==> src/rtl/alu_pkg.sv <==
// alu_pkg: shared width, opcode constants and operand-select helper for the ALU
package alu_pkg;

    localparam int WIDTH = 4;

    localparam logic [2:0] OP_XFER_INC = 3'b000;
    localparam logic [2:0] OP_ADD      = 3'b001;
    localparam logic [2:0] OP_SUB      = 3'b010;
    localparam logic [2:0] OP_DEC      = 3'b011;
    localparam logic [2:0] OP_AND_OR   = 3'b100;
    localparam logic [2:0] OP_XOR_NOT  = 3'b101;
    localparam logic [2:0] OP_SHL      = 3'b110;
    localparam logic [2:0] OP_SHR      = 3'b111;

    // Second adder operand: 0, B, ~B or all-ones depending on the arithmetic op.
    // Non-arithmetic ops yield 0; their adder output is never selected.
    function automatic logic [WIDTH-1:0] y_sel(input logic [2:0] op, input logic [WIDTH-1:0] b);
        return op == OP_ADD ? b
             : op == OP_SUB ? ~b
             : op == OP_DEC ? {WIDTH{1'b1}}
             : {WIDTH{1'b0}};
    endfunction

endpackage

==> src/rtl/alu_core.sv <==
// alu_core: combinational ALU datapath (adder with Y-mux, logic unit, shifter, result mux)
//   a, b : operands (unsigned)
//   s    : operation select
//   cin  : carry-in / operation modifier / shift-in bit
//   f    : result
//   cout : carry-out (arithmetic), shifted-out bit (shifts), 0 (logic)
module alu_core
    import alu_pkg::*;
(
    input  logic [WIDTH-1:0] a,
    input  logic [WIDTH-1:0] b,
    input  logic [2:0]       s,
    input  logic             cin,
    output logic [WIDTH-1:0] f,
    output logic             cout
);

    logic [WIDTH:0] sum;

    always_comb begin
        sum  = {1'b0, a} + {1'b0, y_sel(s, b)} + {{WIDTH{1'b0}}, cin};
        f    = sum[WIDTH-1:0];
        cout = sum[WIDTH];
        case (s)
            OP_AND_OR: begin
                f    = cin ? (a | b) : (a & b);
                cout = 1'b0;
            end
            OP_XOR_NOT: begin
                f    = cin ? ~a : (a ^ b);
                cout = 1'b0;
            end
            OP_SHL: begin
                f    = {a[WIDTH-2:0], cin};
                cout = a[WIDTH-1];
            end
            OP_SHR: begin
                f    = {cin, a[WIDTH-1:1]};
                cout = a[0];
            end
            default: ;
        endcase
    end

endmodule

==> src/rtl/alu.sv <==
// alu: registered 4-bit ALU, one-cycle latency from inputs to F/Cout
//   clk   : rising-edge clock
//   reset : synchronous active-high reset, clears F and Cout
//   A, B  : operands
//   S     : operation select
//   Cin   : carry-in / modifier
//   F     : registered result
//   Cout  : registered carry/shift-out flag
module alu
    import alu_pkg::*;
(
    input  logic             clk,
    input  logic             reset,
    input  logic [WIDTH-1:0] A,
    input  logic [WIDTH-1:0] B,
    input  logic [2:0]       S,
    input  logic             Cin,
    output logic [WIDTH-1:0] F,
    output logic             Cout
);

    logic [WIDTH-1:0] f_next;
    logic             cout_next;

    alu_core u_core (
        .a    (A),
        .b    (B),
        .s    (S),
        .cin  (Cin),
        .f    (f_next),
        .cout (cout_next)
    );

    always_ff @(posedge clk) begin
        if (reset) begin
            F    <= '0;
            Cout <= 1'b0;
        end else begin
            F    <= f_next;
            Cout <= cout_next;
        end
    end

endmodule

==> config.mk <==
export PLATFORM = sky130hd
export DESIGN_NAME = alu
export DESIGN_NICKNAME = d
export VERILOG_FILES = /design/src/rtl/alu_pkg.sv /design/src/rtl/alu_core.sv /design/src/rtl/alu.sv
export SDC_FILE = /design/constraint.sdc
export NUM_CORES = 1
export LEC_CHECK = 0
export ABC_AREA = 1
export BUFFER_PORTS_ARGS = -buffer_cell sky130_fd_sc_hd__buf_2
export CAP_MARGIN = 20
export CORE_MARGIN = 2
export CORE_UTILIZATION = 56
export DETAILED_ROUTE_END_ITERATION = 6
export PLACE_DENSITY_LB_ADDON = 0.25
export RECOVER_POWER = 100
export SYNTH_ARGS = -nofsm -noshare
export SYNTH_HDL_FRONTEND = slang
export SYNTH_HIERARCHICAL = 1
export SYNTH_SLANG_ARGS = --single-unit
==> constraint.sdc <==
create_clock -name clk -period 4.2 [get_ports clk]
set_input_delay 0.84 -clock clk [delete_from_list [all_inputs] [get_ports clk]]
set_output_delay 0.84 -clock clk [all_outputs]
set_load 0.005 [all_outputs]
==> implementation parameters <==
Parameter                              Value

Route
  Vias    between 800 and 900
  DR iter-0 viols    21
  Antenna Nets Post-Route    0
  First-pass iteration count of the detailed router    4
  Wire length per cell    10.2 um
  Aggregate routed wire length    1720 um
  Number of vias per cell    4.99
  Drt drc    0

Yosys
  Number of distinct library cells after synthesis    16
  Post-synthesis cell area    772 um2
  Synth Warn #    6
  Post-synthesis sequential area ratio    0.130
  Synthesized area per cell    5.76 um2
  Cell count after synthesis    roughly 130
  Post-synthesis net count    161
  Number of synthesized register bits    5

Placement
  Routability Congestion    0.906
  Post-detail-place hpwl    around 1400 um
  Input/output buffers    18
  Post-placement setup slack    1410 ps

Setup path
  Critical path data arrival time    2940 ps
  Critical Path Sink Type    flop
  Worst-path maximum fanout    11
  Crit Path Class    primary input to flop
  Required @ worst endpoint    4370 ps
  Worst Setup Start Kind    primary input

Global route
  Most Used Layer, Global Route    met2
  Via count of the first global-routing pass    between 600 and 700
  Met2 usage in global routing    0.438
  Number of antenna violations at the first check in global routing    0
  Global-route wire length before repair    2660 um
  Routing usage on met3    0.00543
  Global-route met1 utilization    0.285
  Maximum number of pins on one net before global-route repair    18
  Gr ovfl total    0
  Total global routing track utilization    0.232

STA
  Actual transition at the worst max-transition pin    405 ps
  Finish-stage setup viols    0
  Slew margin rel.    0.730
  Count of final hold-check violations    0
  Final max-slew violation count    0
  Worst slack on hold paths    822 ps
  Worst Slack Setup Final    1440 ps
  Total negative setup slack    0 ps
  FMAX    362 MHz
  Final min period    2760 ps
  Crit share post-route    0.658
  Setup repair after global routing missed its margin    false

Clock network
  Buffer cell driving the clock tree root    clkbuf_4
  Post-cts sizing count    0
  Number of buffers created by CTS    3
  Clock net sink count    5
  TritonCTS clock tree    done
  Depth of the CTS H-tree    1
  Hold buffer count at CTS    0
  Maximum buffer depth of the clock tree    2
  Post-CTS clock slew at the launch and capture registers of the worst setup and hold paths    40 ps
  Post-CTS Setup Repair Bufs    0

Status
  Status    finished, final reports clean

Floorplanning
  Initial cell density of the core    0.593
  Floorplan core area    around 0.0013 mm2
  Cell row count    13
  Die X-Extent    41.1 um
  Die H    41.1 um
  IO Pins    19
  Full die area    0.00169 mm2

Power
  Power density over the cells    around 210 mW/mm2
  Static leakage    around 0.50 nW
  Worst IR Drop VDD    74.2 uV

Finish
  Final layout net count    181
  Area grow syn2layout    13.5%
  Antenna diodes    0
  Layout cell share with drive strength beyond 1    0.105

Job
  Max-cap check violation count    0

Hold path
  Type of the worst min-delay path    primary input to flop
==> path summary, 6_finish.rpt <==
path,depth (start not counted),start,slack [ps],endpoint
worst max-delay path,11,S[2],1440,F[1]
worst min-delay path,2,reset,820,F[2]
==> worst max-delay path: stages <==
cell and delay (ps):
clkbuf_1 320, inv_1 200, o21ai_0 110, a21oi_1 70
fa_1 410, inv_1 90, fa_1 400, or2_2 300
nand3_1 80, inv_1 40, nor2_1 80
==> metrics by stage <==
stage	total power, mW	util	cell area (um2)	cells
2_1_floorplan	0.108	-	772	134
3_3_place_gp	0.129	0.659	857	164
3_5_place_dp	0.132	0.659	857	164
4_1_cts	0.187	0.679	883	168
5_1_grt	0.201	0.673	876	168
6_report	0.184	0.673	876	168
==> sequential cells by signal, indices dropped and copies added (netlist names) <==
register and flops:
Cout 1, F 4
==> power breakdown <==
group          switching (mW)  internal, mW  total [mW]  leakage [nW]
sequential            0.00104        0.0525      0.0535        0.0414
clock                  0.0180        0.0358      0.0538        0.0150
combinational          0.0466        0.0300      0.0766         0.445
total                  0.0657         0.118       0.184         0.501
==> cells in the mapped netlist <==
library cell | instances | area share
buf_6 | 1 | 0.015
nor2_1 | 32 | 0.16
buf_2 | 1 | 0.0065
ha_1 | 11 | 0.18
buf_4 | 1 | 0.0097
nor3_1 | 1 | 0.0065
nand3_1 | 11 | 0.071
dfxtp_1 | 5 | 0.13
fa_1 | 2 | 0.052
nand4_1 | 2 | 0.016
a21oi_1 | 5 | 0.032
o21ai_0 | 10 | 0.065
inv_1 | 23 | 0.11
xnor2_1 | 1 | 0.011
nand2_1 | 27 | 0.13
or2_2 | 1 | 0.0081
==> placed cells by master (no fill, tap or decap), drive strengths merged <==
master and n:
nor3 1, fa 2, dfxtp 5, buf 12, ha 11, nand4 2, a21oi 5, or2 1
nand2 27, inv 23, clkbuf 10, nor2 32, o21ai 10, xnor2 1, nand3 11
==> area by class of cell <==
class                           count  area, um2
Fill cell                         144        425
Timing Repair Buffer               18       82.6
Multi-Input combinational cell    103        562
Inverter                           23       86.3
Tap cell                           15       18.8
Clock buffer                        4       26.3
Sequential cell                     5        100
==> layer usage <==
metal / wire length, um / part of all wire
met1: 812 / 0.47
met2: 844 / 0.49
met3: 58 / 0.034
met4: 0 / 0
met5: 0 / 0
==> cells by family after synthesis <==
logic type / after synthesis / synth area share
adders and majority gates: 13 / 0.230
and+or+nand+nor: 74 / 0.389
buffers and inverters: 26 / 0.143
DFF: 5 / 0.130
AOI/OAI and AO/OA: 15 / 0.0972
xor gates and xnor gates: 1 / 0.0113
No activity file was read; power rests on OpenSTA's default activity.
